$ cat config.mk
export PLATFORM = sky130hd
export DESIGN_NAME = serial_word_tx
export DESIGN_NICKNAME = d
export VERILOG_FILES = /design/src/rtl/serial_word_tx.sv
export SDC_FILE = /design/constraint.sdc
export NUM_CORES = 1
export LEC_CHECK = 0
export ABC_AREA = 1
export BUFFER_PORTS_ARGS = -buffer_cell sky130_fd_sc_hd__buf_4
export CORE_MARGIN = 3
export CORE_UTILIZATION = 50
export CTS_BUF_LIST = sky130_fd_sc_hd__clkbuf_2
export CTS_CLUSTER_DIAMETER = 30
export DETAILED_ROUTE_END_ITERATION = 12
export PLACE_DENSITY = 0.7
export SYNTH_ARGS = -nofsm -noshare
export SYNTH_HDL_FRONTEND = slang
export SYNTH_SLANG_ARGS = --single-unit
$ cat constraint.sdc
create_clock -name clk -period 2.4 [get_ports clk]
set_clock_uncertainty 0.15 [all_clocks]
set_input_delay 0.24 -clock clk [delete_from_list [all_inputs] [get_ports clk]]
set_output_delay 0.24 -clock clk [all_outputs]
set_load 0.01 [all_outputs]
$ cat src/rtl/serial_word_tx.sv
// serial_word_tx -- queues multi-byte words in a small FIFO and sends them
// byte by byte through a UART transmitter.
//
// Optional feature: define SERIAL_TX_CHECKSUM_EN to append an XOR checksum
// byte after the BYTES data bytes of every word.
//
// Ports (serial_word_tx):
//   clk    : the only clock
//   reset  : asynchronous, active-high
//   word   : data word, 8*BYTES bits
//   send   : write strobe, one word per cycle, ignored while full
//   full   : FIFO holds FIFO_DEPTH words
//   busy   : FIFO non-empty or serialiser active
//   level  : number of queued words
//   TxD    : serial line (8N1, idle high)
//
// uart_transmitter (same file) is the 8N1 line driver. It has no reset;
// its all-zero register state is the idle line.

module uart_transmitter #(
  parameter int baud_rate          = 115_200,
  parameter int comm_clk_frequency = 100_000_000
) (
  input  logic       clk,
  input  logic       rx_new_byte,
  input  logic [7:0] rx_byte,
  output logic       tx_ready,
  output logic       uart_tx
);
  localparam int DIV_RAW = comm_clk_frequency / baud_rate;
  localparam int DIV     = (DIV_RAW > 1) ? DIV_RAW : 1;
  localparam int DW      = (DIV > 1) ? $clog2(DIV) : 1;

  logic [DW-1:0] baud_cnt;
  logic [3:0]    bits_left;   // 0 = idle, otherwise frame bits still to send
  logic [9:0]    frame;       // {stop, data[7:0], start}, shifted out LSB first

  // A byte in flight always completes, so there is deliberately no reset.
  always_ff @(posedge clk) begin
    if (bits_left == 4'd0) begin
      if (rx_new_byte) begin
        frame     <= {1'b1, rx_byte, 1'b0};
        bits_left <= 4'd10;
        baud_cnt  <= '0;
      end
    end else if (baud_cnt == DW'(DIV - 1)) begin
      baud_cnt  <= '0;
      frame     <= {1'b1, frame[9:1]};
      bits_left <= bits_left - 4'd1;
    end else begin
      baud_cnt  <= baud_cnt + 1'b1;
    end
  end

  assign tx_ready = (bits_left == 4'd0);
  assign uart_tx  = tx_ready ? 1'b1 : frame[0];
endmodule

module serial_word_tx #(
  parameter int baud_rate          = 115_200,
  parameter int comm_clk_frequency = 100_000_000,
  parameter int BYTES              = 4,
  parameter int FIFO_DEPTH         = 4,
  parameter int MSB_FIRST          = 1
) (
  input  logic                          clk,
  input  logic                          reset,
  input  logic [8*BYTES-1:0]            word,
  input  logic                          send,
  output logic                          full,
  output logic                          busy,
  output logic [$clog2(FIFO_DEPTH):0]   level,
  output logic                          TxD
);
  localparam int W  = 8 * BYTES;
  localparam int AW = $clog2(FIFO_DEPTH);
  localparam int LW = AW + 1;
  localparam int CW = $clog2(BYTES + 2);   // room for the checksum count too
  localparam logic [CW-1:0] BYTES_C = CW'(BYTES);

  typedef enum logic [2:0] {
    IDLE, LOAD, START, HOLD
`ifdef SERIAL_TX_CHECKSUM_EN
    , CHK
`endif
  } state_t;

  state_t          state;
  logic [W-1:0]    mem [FIFO_DEPTH];
  logic [AW-1:0]   wr_ptr, rd_ptr;
  logic [LW-1:0]   level_q;
  logic [W-1:0]    sr;
  logic [CW-1:0]   cnt;
  logic [7:0]      out_byte;
  logic            start;
  logic            hold_first;   // first HOLD cycle: uart has not latched yet
  logic            tx_ready;
  logic            push, pop, empty;
  logic [7:0]      next_byte;
  logic [W-1:0]    next_sr;
`ifdef SERIAL_TX_CHECKSUM_EN
  logic [7:0]      acc;
`endif

  // full is taken from the registered level, so a push in a pop cycle
  // while full is still rejected.
  assign full  = (level_q == LW'(FIFO_DEPTH));
  assign empty = (level_q == '0);
  assign push  = send & ~full;
  assign pop   = (state == LOAD);
  assign level = level_q;
  assign busy  = ~empty | (state != IDLE);

  assign next_byte = (MSB_FIRST != 0) ? sr[W-1 -: 8] : sr[7:0];
  assign next_sr   = (MSB_FIRST != 0) ? (sr << 8) : (sr >> 8);

  // NOTE: word storage has no reset; only pointers and level define validity.
  always_ff @(posedge clk) begin
    if (push) mem[wr_ptr] <= word;
  end

  // NOTE: every clocked block uses non-blocking assignments so all
  // registers update from pre-edge values.
  always_ff @(posedge clk or posedge reset) begin
    if (reset) begin
      wr_ptr  <= '0;
      rd_ptr  <= '0;
      level_q <= '0;
    end else begin
      if (push) wr_ptr <= wr_ptr + 1'b1;   // power-of-two depth wraps naturally
      if (pop)  rd_ptr <= rd_ptr + 1'b1;
      case ({push, pop})
        2'b10:   level_q <= level_q + 1'b1;
        2'b01:   level_q <= level_q - 1'b1;
        default: level_q <= level_q;
      endcase
    end
  end

  always_ff @(posedge clk or posedge reset) begin
    if (reset) begin
      state      <= IDLE;
      start      <= 1'b0;
      out_byte   <= '0;
      sr         <= '0;
      cnt        <= '0;
      hold_first <= 1'b0;
`ifdef SERIAL_TX_CHECKSUM_EN
      acc        <= '0;
`endif
    end else begin
      start <= 1'b0;   // start is a single-cycle pulse unless set below
      case (state)
        IDLE: if (!empty) state <= LOAD;
        LOAD: begin
          sr    <= mem[rd_ptr];
          cnt   <= '0;
`ifdef SERIAL_TX_CHECKSUM_EN
          acc   <= '0;
`endif
          state <= START;
        end
        START: if (tx_ready) begin
          start      <= 1'b1;
          out_byte   <= next_byte;
          sr         <= next_sr;
          cnt        <= cnt + 1'b1;
`ifdef SERIAL_TX_CHECKSUM_EN
          acc        <= acc ^ next_byte;
`endif
          hold_first <= 1'b1;
          state      <= HOLD;
        end
        HOLD: begin
          // tx_ready is still high while start is on the wire; ignore it
          // for one cycle so the uart has latched the byte.
          if (hold_first) begin
            hold_first <= 1'b0;
          end else if (tx_ready) begin
            if (cnt < BYTES_C)      state <= START;
`ifdef SERIAL_TX_CHECKSUM_EN
            else if (cnt == BYTES_C) state <= CHK;
`endif
            else if (!empty)        state <= LOAD;
            else                    state <= IDLE;
          end
        end
`ifdef SERIAL_TX_CHECKSUM_EN
        CHK: if (tx_ready) begin
          start      <= 1'b1;
          out_byte   <= acc;
          cnt        <= cnt + 1'b1;
          hold_first <= 1'b1;
          state      <= HOLD;
        end
`endif
        default: state <= IDLE;
      endcase
    end
  end

  uart_transmitter #(
    .baud_rate          (baud_rate),
    .comm_clk_frequency (comm_clk_frequency)
  ) u_uart (
    .clk         (clk),
    .rx_new_byte (start),
    .rx_byte     (out_byte),
    .tx_ready    (tx_ready),
    .uart_tx     (TxD)
  );
endmodule

==> impl_metrics.py <==
metrics = {
    "run_status": {
        "status": "finished clean",
    },
    "timing": {
        "slew_headroom": 0.698,
        "finalHoldViolCount": 0,
        "fin_crit_sh": 0.949,
        "fmax_mhz": 439,
        "final-setup-viol-count": 0,
        "slew_viol_final": 0,
        "hold_ws_ns": 0.0752,
        "layout_min_cycle_time_ns": 2.28,
        "max_slew.worst_pin.slew_ns": 0.453,
    },
    "worst_setup_path": {
        "crit_required_ns": 2.72,
        "crit_fanout": 13,
        "cp_common_cell": "buf_4",
        "endpoint_kind": "flip-flop",
        "path_cells": "nor2_2 -> nand2_4 -> buf_4 -> buf_4 -> buf_4 -> buf_4 -> or2_1 -> and2_2",
        "slowest_delay_ns": 0.44,
        "slowest_stage": "edfxtp_1",
        "startpoint_type": "flip-flop",
        "arrival_ns": 2.59,
        "critical_path_class": "reg -> reg",
    },
    "cts": {
        "cts_tree": "built",
        "root_buffer": "clkbuf_2",
        "cts_inserted_buffers": 52,
        "path_clk_slew_ns": 0.11,
        "cts_buffer_depth": 3,
        "h-tree-depth": 2,
        "clkSinkCount": 205,
        "insertion_delay_ns": 0.81,
    },
    "logic_synthesis": {
        "synthesis.area_sq_mm": 0.00866,
        "seq_area_frac_synth": 0.679,
        "ys.flop_type": "edfxtp_1",
        "ys_types": 29,
        "async_flop_share": 0.263,
        "synth-seq-cells": 205,
        "yosysWarnings": 0,
        "synth-edff-count": 151,
        "synth_nets": 860,
        "syn_avg_cell_area_sq_um": 10.6,
        "syn_inst": 815,
    },
    "placed_design": {
        "port_buffers": 40,
        "place_congestion": 0.802,
        "dpl.cell_count": 1062,
        "hpwlAfterDp_um": 9640,
    },
    "pwr": {
        "pwr-share-clk": 0.314,
        "p_sw_frac": 0.267,
        "p_switching_uw": 2110,
        "ir_drop_mv": 0.556,
        "powerDensity_mw_per_mm2": 750,
        "p_leak_uw": 0.00459,
        "combPwrFrac": 0.126,
        "seqPwrFrac": 0.561,
        "internal_power_uw": 5790,
    },
    "grt": {
        "track_usage": 0.197,
        "grt_pass1_wl_um": 29000,
        "grt-ovfl-total": 0,
        "grt_max_degree": 66,
        "grt_pass1_vias": 6063,
        "antenna_found_initial": 0,
    },
    "drt": {
        "vias_per_cell": 4.86,
        "dr.pass1.iters": 5,
        "drt-initial-drc-count": 319,
        "antenna_left": 0,
        "wl_per_cell_um": 14.2,
        "wl_um": 17500,
        "route.detailed.drc": 0,
        "routed-via-count": 5986,
    },
    "cells_and_area": {
        "fillers": 1363,
        "multi_input_area_sq_mm": 0.00233,
        "syn_to_final_growth_pct": 21.6,
        "final_cells": 1231,
        "finalNetCount": 1013,
        "layout-drive-gt1-share": 0.193,
        "diodes": 0,
        "seqCellArea_sq_mm": 0.00589,
    },
    "flow_run": {
        "cap_violations": 0,
    },
    "floorplan": {
        "die-width_um": 138,
        "initial_core_util": 0.517,
        "rows": 47,
        "core-area_sq_mm": 0.0168,
        "die_area_sq_mm": 0.0189,
        "ios": 41,
        "dieHeight_um": 138,
    },
    "hold_path": {
        "worstHoldPathType": "in -> reg",
    },
}
critical path: cells and delay by family, from the launching register on:
kind / cells / cell delay [ns]
buffers and inverters: 4 / 0.51
flip-flops: 1 / 0.44
AND/OR/NAND/NOR: 4 / 0.88
logic make-up (layout without fill, tap and decap cells):
kind of cell | count (synthesis) | in the layout | synth area share
AND/OR/NAND/NOR | 450 | 450 | 0.221
flip-flops | 205 | 205 | 0.679
buffers and inverters | 107 | 303 | 0.0559
AO/OA/AOI/OAI | 36 | 36 | 0.0211
adder cells (fa/ha/maj) | 10 | 10 | 0.0153
XOR/XNOR | 7 | 7 | 0.00708
repair_timing:
item                                    CTS  global route
endpoints found under the setup margin    1            14
setup buffers                            10             1
hold endpoints to repair                237             0
gates resized for setup                  10             2
pin swaps                                 1             0
hold buffers                             62             0
state kept, by name, indices dropped and copies added, names as in the netlist, 2 cells and up:
| register | cells |
|---|---|
| cnt | 3 |
| level | 3 |
| mem | 128 |
| out_byte | 8 |
| rd_ptr | 2 |
| sr | 32 |
| state | 2 |
| u_uart.baud_cnt | 10 |
| u_uart.bits_left | 4 |
| u_uart.frame | 9 |
| wr_ptr | 2 |
cell type report:
type | instances | share of cell area
clock buffers | 79 | 0.0375
clock inverters | 18 | 0.0122
inverters | 73 | 0.0268
multi-input cells | 503 | 0.221
flip-flops and latches | 205 | 0.559
well taps | 220 | 0.0261
repair buffers | 133 | 0.117
power by group through the flow:
stage	combinational, uW	sequential (uW)	clock, uW
after CTS	1010	4430	2550
after global routing	1120	4470	2750
final	992	4430	2480
after floorplan	477	4520	0
after global placement	924	4500	0
after detailed placement	932	4510	0
metal layers:
metal,GRT usage,up-vias,routed length [um]
met5,0,-,0
met2,0.349,131,9120
met3,0.0431,39,826
met4,0.0854,0,414
li1,-,3019,-
met1,0.230,2797,7150
stage by stage:
| step | instance area (sq um) | setup TNS, ns | worst slack (ns) | total power [uW] | util |
|---|---|---|---|---|---|
| after CTS | 10500 | -0.0107 | -0.0107 | 8000 | 0.628 |
| after detailed placement | 9280 | 0 | 0.383 | 5440 | 0.554 |
| after floorplan | 8660 | -42.73 | -0.334 | 5000 | - |
| after global placement | 9280 | 0 | 0.408 | 5420 | 0.554 |
| after global routing | 10500 | -0.00235 | -0.00235 | 8340 | 0.628 |
| final | 10500 | 0 | 0.123 | 7900 | 0.628 |
Yosys cell counts (5+ instances only):
master / instances / area [sq um]
nand2_2: 10 / 62.6
nand3_1: 103 / 515
inv_1: 70 / 263
nor2_1: 27 / 101
buf_6: 5 / 56.3
a21oi_1: 11 / 55.1
edfxtp_1: 151 / 4530
dfrtp_1: 54 / 1350
o21ai_0: 23 / 115
buf_2: 20 / 100
ha_1: 9 / 113
clkbuf_1: 7 / 26.3
or2_2: 11 / 68.8
nand2_1: 290 / 1090
worst paths after layout:
path / from / to / slack, ns / depth (start not counted)
hold / removal: word[29] / mem[2][29] / 0.08 / 2
min in group asynchronous: reset / state[1] / 0.36 / 4
max in group asynchronous: reset / out_byte[2] / 1.20 / 5
hold reg to reg: sr[26] / out_byte[2] / 0.33 / 2
setup / recovery: u_uart.bits_left[2] / u_uart.frame[2] / 0.12 / 8
setup reg to reg: u_uart.bits_left[2] / u_uart.frame[2] / 0.12 / 8
layout by cell type, fill, tap and decap left out, drive strengths merged, types with 2 or more instances in the layout:
master / instances
nand2: 301
buf: 71
dfrtp: 54
o21ai: 24
bufinv: 2
nand3: 104
xnor2: 3
dlygate4sd3: 62
clkinvlp: 3
nand4: 4
clkbuf: 79
nor2: 28
ha: 9
inv: 71
or2: 12
edfxtp: 151
clkinv: 15
xor2: 4
a21oi: 11
(Power assumes the default switching activity.)
